### src/rtl/y86_pkg.sv
// Shared Y86-64 encodings: instruction codes, status codes, the "no register"
// ID, and the run-state type used by the pipeline controller.
package y86_pkg;

  localparam logic [3:0] I_HALT   = 4'h0;
  localparam logic [3:0] I_NOP    = 4'h1;
  localparam logic [3:0] I_RRMOVQ = 4'h2;
  localparam logic [3:0] I_IRMOVQ = 4'h3;
  localparam logic [3:0] I_RMMOVQ = 4'h4;
  localparam logic [3:0] I_MRMOVQ = 4'h5;
  localparam logic [3:0] I_OPQ    = 4'h6;
  localparam logic [3:0] I_JXX    = 4'h7;
  localparam logic [3:0] I_CALL   = 4'h8;
  localparam logic [3:0] I_RET    = 4'h9;
  localparam logic [3:0] I_PUSHQ  = 4'hA;
  localparam logic [3:0] I_POPQ   = 4'hB;

  localparam logic [2:0] S_AOK = 3'd1;
  localparam logic [2:0] S_HLT = 3'd2;
  localparam logic [2:0] S_ADR = 3'd3;
  localparam logic [2:0] S_INS = 3'd4;

  localparam logic [3:0] RNONE = 4'hF;

  typedef enum logic {
    ST_RUN  = 1'b0,
    ST_HALT = 1'b1
  } run_state_e;

  // Any status other than AOK (or an undefined code) that stops the machine.
  function automatic logic is_exc(input logic [2:0] s);
    return (s == S_HLT) || (s == S_ADR) || (s == S_INS);
  endfunction

endpackage

### src/rtl/pipe_hazard_unit.sv
// Pure combinational hazard detection for the five-stage pipe.
module pipe_hazard_unit
  import y86_pkg::*;
(
  input  logic [3:0] D_icode,
  input  logic [3:0] d_srcA,
  input  logic [3:0] d_srcB,
  input  logic [3:0] E_icode,
  input  logic [3:0] E_dstM,
  input  logic       e_cnd,
  input  logic [3:0] M_icode,
  input  logic [2:0] m_stat,
  input  logic [2:0] W_stat,
  output logic       loaduse,
  output logic       retp,
  output logic       mispred,
  output logic       exc_m,
  output logic       exc_w
);

  // A load in E whose destination is read by the instruction in D.
  assign loaduse = ((E_icode == I_MRMOVQ) || (E_icode == I_POPQ)) &&
                   (E_dstM != RNONE) &&
                   ((E_dstM == d_srcA) || (E_dstM == d_srcB));

  // A ret anywhere before writeback means the fetch address is not known yet.
  assign retp = (D_icode == I_RET) || (E_icode == I_RET) || (M_icode == I_RET);

  // Jumps are predicted taken, so a failed condition is a mispredict.
  assign mispred = (E_icode == I_JXX) && !e_cnd;

  assign exc_m = is_exc(m_stat);
  assign exc_w = is_exc(W_stat);

endmodule

### src/rtl/pipe_ctrl.sv
// Pipeline control: stall/bubble generation, RUN/HALT state, final status
// latch and performance counters.
module pipe_ctrl
  import y86_pkg::*;
#(
  parameter int CNT_W = 32
) (
  input  logic             clk,
  input  logic             rst,
  input  logic             run_en,
  input  logic [3:0]       D_icode,
  input  logic [3:0]       d_srcA,
  input  logic [3:0]       d_srcB,
  input  logic [3:0]       E_icode,
  input  logic [3:0]       E_dstM,
  input  logic             e_cnd,
  input  logic [3:0]       M_icode,
  input  logic [2:0]       m_stat,
  input  logic [2:0]       W_stat,
  output logic             F_stall,
  output logic             D_stall,
  output logic             D_bubble,
  output logic             E_bubble,
  output logic             M_bubble,
  output logic             W_stall,
  output logic             halted,
  output logic [2:0]       cpu_stat,
  output logic [CNT_W-1:0] cycle_cnt,
  output logic [CNT_W-1:0] stall_cnt,
  output logic [CNT_W-1:0] mispred_cnt
);

  logic loaduse, retp, mispred, exc_m, exc_w;

  run_state_e       state_q, state_d;
  logic [2:0]       cpu_stat_q;
  logic [CNT_W-1:0] cycle_cnt_q, stall_cnt_q, mispred_cnt_q;
  logic             active;

  pipe_hazard_unit u_hazard (
    .D_icode (D_icode),
    .d_srcA  (d_srcA),
    .d_srcB  (d_srcB),
    .E_icode (E_icode),
    .E_dstM  (E_dstM),
    .e_cnd   (e_cnd),
    .M_icode (M_icode),
    .m_stat  (m_stat),
    .W_stat  (W_stat),
    .loaduse (loaduse),
    .retp    (retp),
    .mispred (mispred),
    .exc_m   (exc_m),
    .exc_w   (exc_w)
  );

  // The pipe advances only when running and not held by the debugger.
  assign active = (state_q == ST_RUN) && run_en;

  // Next state: an exception reaching writeback stops the machine for good.
  always_comb begin
    state_d = state_q;
    if (active && exc_w) begin
      state_d = ST_HALT;
    end
  end

  // State register and final status latch, captured on the halting edge.
  always_ff @(posedge clk) begin
    if (rst) begin
      state_q    <= ST_RUN;
      cpu_stat_q <= S_AOK;
    end else begin
      state_q <= state_d;
      if (active && exc_w) begin
        cpu_stat_q <= W_stat;
      end
    end
  end

  // Performance counters advance only while the pipe is actually moving.
  always_ff @(posedge clk) begin
    if (rst) begin
      cycle_cnt_q   <= '0;
      stall_cnt_q   <= '0;
      mispred_cnt_q <= '0;
    end else if (active) begin
      cycle_cnt_q <= cycle_cnt_q + CNT_W'(1);
      if (loaduse || retp) begin
        stall_cnt_q <= stall_cnt_q + CNT_W'(1);
      end
      if (mispred) begin
        mispred_cnt_q <= mispred_cnt_q + CNT_W'(1);
      end
    end
  end

  // Stage control muxing: reset flushes, halt/debug-hold freeze, else hazards.
  always_comb begin
    F_stall  = 1'b0;
    D_stall  = 1'b0;
    D_bubble = 1'b0;
    E_bubble = 1'b0;
    M_bubble = 1'b0;
    W_stall  = 1'b0;
    if (rst) begin
      D_bubble = 1'b1;
      E_bubble = 1'b1;
      M_bubble = 1'b1;
    end else if (state_q == ST_HALT) begin
      F_stall  = 1'b1;
      D_stall  = 1'b1;
      W_stall  = 1'b1;
      M_bubble = 1'b1;
    end else if (!run_en) begin
      // E and M have no hold input; their inputs are frozen upstream.
      F_stall = 1'b1;
      D_stall = 1'b1;
      W_stall = 1'b1;
    end else begin
      F_stall  = loaduse | retp;
      D_stall  = loaduse;
      D_bubble = mispred | (retp & !loaduse);
      E_bubble = mispred | loaduse;
      M_bubble = exc_m | exc_w;
      W_stall  = exc_w;
    end
  end

  assign halted      = (state_q == ST_HALT) && !rst;
  assign cpu_stat    = cpu_stat_q;
  assign cycle_cnt   = cycle_cnt_q;
  assign stall_cnt   = stall_cnt_q;
  assign mispred_cnt = mispred_cnt_q;

endmodule

### config.mk
export PLATFORM = sky130hd
export DESIGN_NAME = pipe_ctrl
export DESIGN_NICKNAME = d
export VERILOG_FILES = /design/src/rtl/y86_pkg.sv /design/src/rtl/pipe_hazard_unit.sv /design/src/rtl/pipe_ctrl.sv
export SDC_FILE = /design/constraint.sdc
export NUM_CORES = 1
export LEC_CHECK = 0
export CELL_PAD_IN_SITES_DETAIL_PLACEMENT = 2
export CELL_PAD_IN_SITES_GLOBAL_PLACEMENT = 2
export CORE_ASPECT_RATIO = 0.6
export CORE_MARGIN = 5
export CORE_UTILIZATION = 37
export DETAILED_ROUTE_END_ITERATION = 16
export DONT_BUFFER_PORTS = 1
export GPL_TIMING_DRIVEN = 1
export PLACE_DENSITY = 0.91
export SLEW_MARGIN = 20
export SYNTH_ARGS = -nofsm -noshare
export SYNTH_HDL_FRONTEND = slang
export SYNTH_SLANG_ARGS = --single-unit
### constraint.sdc
create_clock -name clk -period 2.7 [get_ports clk]
set_input_delay 0.675 -clock clk [delete_from_list [all_inputs] [get_ports clk]]
set_output_delay 0.675 -clock clk [all_outputs]
set_load 0.05 [all_outputs]
* Word level (Yosys, flattened, before mapping)
Index checks and enable logic that the tools add are counted.
** Storage, ports and cells
- Bits in registers :: 100
- Input port bits :: 34
- Output and inout bits :: 106
** Cells by class
- Add/subtract/negate cells :: 3
- Equal/unequal tests :: 15
- Multiplexer cells :: 18
- Bitwise logic cells :: 6
- Reduce and logical (&&, ||, !) cells :: 20
** Operators with widths (number)
- 32-bit by 1-bit adder with 32-bit output, second input constant :: 3
- 1-bit two-way mux :: 18
- 4-bit == test, second input constant :: 4
- 3-bit by 2-bit == test with 1-bit output, second input constant :: 4
- 1-bit logical OR :: 9
- 4-bit by 3-bit == test with 1-bit output, second input constant :: 2
- 4-bit == test :: 2
- 3-bit == test, second input constant :: 2
- 1-bit logical AND :: 6
- 4-bit != test, second input constant :: 1
- 1-bit bitwise OR :: 4
- 2-bit AND reduction :: 2
- 1-bit zero test :: 3
- 1-bit AND :: 1
- 1-bit inverter :: 1

* Logic depth before layout (Yosys ltp)
- Depth after elaboration :: 10
- Gate-level depth with buffers :: 7

* Modules after synthesis
A second synthesis with hierarchy kept.
** Unflattened totals
- Cells, all modules :: 562
- Area, all modules :: 4840.9 um2
** Modules (own cells, without submodules)
- pipe_ctrl :: instances 1, cells each 537, area an instance 4640.7 um2
- pipe_hazard_unit :: instances 1, cells each 25, area an instance 200.2 um2

* Worst setup path before layout
OpenSTA, ideal clock, no wires.
- Path type :: input to output
- Start :: input E_dstM[1]
- End :: output E_bubble
- Arrival time :: 2.565 ns
- Slack :: -0.540 ns
- Cell stages on the path :: 5
- Path through :: xor2_1 nor4_2 o21ai_2 buf_2 o21ai_0
** Between the ends
- Cells in the longest elaborated chain, start to end :: 7
- Elaborated cells on any way between the ends :: 10
** Ends and longest elaborated chain
- from (decl) :: line pipe_ctrl.sv:15 : input logic [3:0] E_dstM,
- 4-bit != test or 4-bit == test (tied branches) :: line pipe_hazard_unit.sv:23, pipe_hazard_unit.sv:24
- 1-bit logical AND or 1-bit logical OR (tied branches) :: line pipe_hazard_unit.sv:22, pipe_hazard_unit.sv:24
- 1-bit logical AND (*) :: line pipe_hazard_unit.sv:23 : (E_dstM != RNONE) &&
- 1-bit bitwise OR (*) :: line pipe_ctrl.sv:124 : E_bubble = mispred | loaduse;
- 1-bit two-way mux (*) :: line pipe_ctrl.sv:115 : end else if (!run_en) begin
- 1-bit two-way mux (*) :: line pipe_ctrl.sv:110 : end else if (state_q == ST_HALT) begin
- 1-bit two-way mux (*) :: line pipe_ctrl.sv:106 : if (rst) begin
- to (decl) :: line pipe_ctrl.sv:23 : output logic E_bubble,
Mark *: on every way between the ends. The rest lies on a longest branch, timed or not.

* Final worst setup path
- Start :: input E_dstM[2]
- End :: output E_bubble
Same word-level chain as after synthesis.

==> implementation parameters <==
Parameter                              Value

Clock tree
  Clock H-tree levels ... 3
  Post-CTS setup repair buffer count ... 0
  Total clock sinks ... 100
  CTS tree ... done
  Number of hold-repair buffers added at the cts stage ... 0
  Clock network latency to the later pin of the worst-skew pair ... 340 ps
  CTS buffer count ... 9
  Clock Root Buffer ... clkbuf_16
  Buffer levels on the longest clock path ... 2
  Clock transition time at the flip-flop clock pins of the worst setup and hold paths ... 70 ps

Routing
  Drt initial violations ... 191
  Number of iterations in the first detailed-routing pass ... 4
  # DRC ... 0
  Total wire length ... 20000 um
  Number of vias per cell after detailed routing ... 5.55
  Antenna Nets Post-Route ... 0
  Average wire per standard cell ... 22.3 um
  Via count ... 4962

Yosys
  Post-synth EDFFs ... 0
  Library cells used by synthesis ... 52
  Per-instance average area after synthesis ... 8.55 um^2
  Total nets after synthesis ... 653
  Flops & latches, synth ... 100
  Prevailing post-synth register cell ... dfxtp_1
  Sequential element share of the synthesized area ... 38.0%
  Warnings, synthesis ... 0
  Post-Syn Area ... 0.00526 mm^2
  Post-synthesis cell count ... 616
  Async SR Flop Fraction ... 0%

GRT
  Global routing usage summed across all routing layers ... 24.2%
  Global-route wire length before repair ... 31900 um
  Overflow left after global routing ... 0
  Maximum number of pins on one net before global-route repair ... 136
  Antenna violations before repair ... 0
  Vias in the first global route ... 5761

STA
  Tightest hold margin ... 413 ps
  Largest clock skew in the final design ... 7.70 ps
  Final setup vio count ... 0
  Post-route fraction of the period consumed by the critical path ... 96.1%
  RSZ-0062 raised after global routing ... false
  Least-Margin Pin Slew ... 778 ps
  Slew HR ... 47.9%
  Number of max-slew violations in the final report ... 0
  Max Clk Rate ... 386 MHz
  Count of endpoints failing hold in the final timing report ... 0
  Minimum period implied by the final worst setup slack ... 2590 ps
  Total Negative Setup Slacks ... 0 ps

Worst setup path
  Setup slack of the worst register-to-register path ... 410 ps
  Startpoint kind of the worst setup timing path ... primary input
  RR Endpoint ... stall_cnt[27]$_SDFFE_PP0P_
  Type of destination of the critical path ... output port
  Category of the critical setup timing path ... in -> out
  Data required time at the worst endpoint ... 2030 ps
  Startpoint of the most critical register-to-register path ... stall_cnt[7]$_SDFFE_PP0P_
  CP Data Arrival Time ... 1920 ps
  Worst Path Max Fanout ... 10
  R2R cell count ... 5

Cells and area
  Layout filler cell count ... 1560
  Area growth syn-to-layout ... 24.4%
  Final Net Count ... 734
  Fraction of the core area covered by cells at the end of the flow ... 47.5%
  Layout cell share with drive strength beyond 1 ... 23.2%
  Total inserted antenna cells ... 0

Min path
  End point of the worst hold path ... cycle_cnt[7]$_SDFFE_PP0P_
  Hold Path Origin ... rst
  Worst hold path stage count ... 1
  Type of the most critical hold path ... in -> reg

Floorplan
  Row count ... 33
  Total die area ... 0.0168 mm^2
  Y dimension of the die ... 102 um
  Effective utilization at floorplan ... 38.2%
  Horizontal die dimension ... 164 um
  Number of ports placed on the die boundary ... 140
  Core region area ... 0.0138 mm^2

Pwr
  Total power divided by cell area ... 478 mW/mm^2
  Leak pwr ... 2.47 nW
  Worst vdd rail ir drop ... 0.230 mV

Run status
  Result of the run ... finished clean

Placement
  Final weighted congestion of routability-driven global placement ... 0.822
  Port-buffer cells ... 0
  Detail Placement HPWL ... 14900 um

Run
  Max-cap violation count ... 0
[metal layers]
metal	global-route usage [%]	share of wire, %	vias up
li1	-	-	2318
met1	27.7	41	2509
met2	45.4	52	119
met3	7.05	6.4	16
met4	4.70	0.95	0
met5	0	0	-
[layout make-up]
type	count	area [um^2]	area share, %
sequential	100	2000	30.6
multi-input combinational	464	3090	47.2
timing repair buffer	105	826	12.6
clock inverter	5	82.6	1.26
tap	192	240	3.67
clock buffer	11	243	3.71
inverter	17	63.8	0.974
[power by group]
part | switching [W] | internal, W
Clock | 0.000590 | 0.000843
Sequential | 0.0000187 | 0.00148
Combinational | 0.000128 | 0.0000683
[flip-flops by register name (all words and copies together), names as in the netlist]
name and flops:
mispred_cnt 32, stall_cnt 32, cpu_stat 3, cycle_cnt 32
state_q 1
[Yosys cell counts, drive strengths merged (2+ instances only)]
cell	count	area, um^2
a211oi	23	178
o21ai	9	48.8
nand4	33	206
dfxtp	100	2000
nand2b	3	18.8
and2	6	37.5
nor4bb	3	30.0
or4	2	15.0
and3	11	68.8
nor2	96	360
o211ai	4	30.0
a2111oi	4	60.1
nor3	15	80.1
mux2	29	327
nand3	27	140
nand2	35	131
o31ai	2	15.0
nor2b	28	175
buf	16	85.1
a211o	3	26.3
clkbuf	19	71.3
xor2	36	315
a21oi	21	105
nor4	10	118
nor3b	2	15.0
ha	3	37.5
or3	6	37.5
inv	17	63.8
xnor2	27	236
mux2i	2	20.0
and4	12	105
[per-stage QoR]
stage	setup slack, ps	cells	power [W]	area [um^2]
5_1_grt	23.6	894	0.00324	6550
3_5_place_dp	-16.4	878	0.00172	6200
4_1_cts	1.25	894	0.00316	6520
3_3_place_gp	72.0	878	0.00171	6200
6_report	106	894	0.00313	6550
2_1_floorplan	-169	616	0.00169	5280
[cells in the final DEF (no fill, tap or decap), types with 13 or more instances in the layout]
| cell type | Yosys | layout |
|---|---|---|
| buf_4 | 0 | 102 |
| dfxtp_1 | 100 | 100 |
| nor2_1 | 96 | 95 |
| xor2_1 | 36 | 36 |
| nand2_1 | 35 | 35 |
| nand4_1 | 33 | 33 |
| nor2b_1 | 28 | 28 |
| xnor2_1 | 27 | 27 |
| nand3_1 | 26 | 26 |
| a211oi_1 | 22 | 22 |
| mux2_2 | 21 | 21 |
| a21oi_1 | 21 | 19 |
| inv_1 | 17 | 17 |
| nor3_1 | 14 | 13 |
[how the worst max path moves through the flow]
stage | from | endpoint | slack, ps
final | E_dstM[2] | E_bubble | 110
after global routing | E_dstM[2] | E_bubble | 20
after CTS | E_dstM[2] | F_stall | 1
after detailed placement | E_dstM[1] | F_stall | -20
after global placement | E_dstM[1] | F_stall | 70
after floorplan | E_dstM[1] | E_bubble | -170
[critical path, cell delays in order]
cell     delay (ps)
xor2_1          160
nor4_4          450
o21ai_4         200
o21ai_1         190
buf_4           230
[timing repair]
item	4_1_cts	5_1_grt
setup endpoints to repair	1	3
hold endpoints to repair	0	0
pin swaps	1	1
resized for setup	0	4
[logic make-up (layout without fill, tap and decap cells)]
logic type,count (synthesis),count (layout),synth area share [%]
compound gates,70,70,9.39
xor+xnor,63,63,10.5
fa+ha+maj,3,3,0.713
buf+inv,52,138,4.18
flops,100,100,38.0
mux,31,31,6.58
simple gates,297,297,30.6
(Power assumes the default switching activity.)
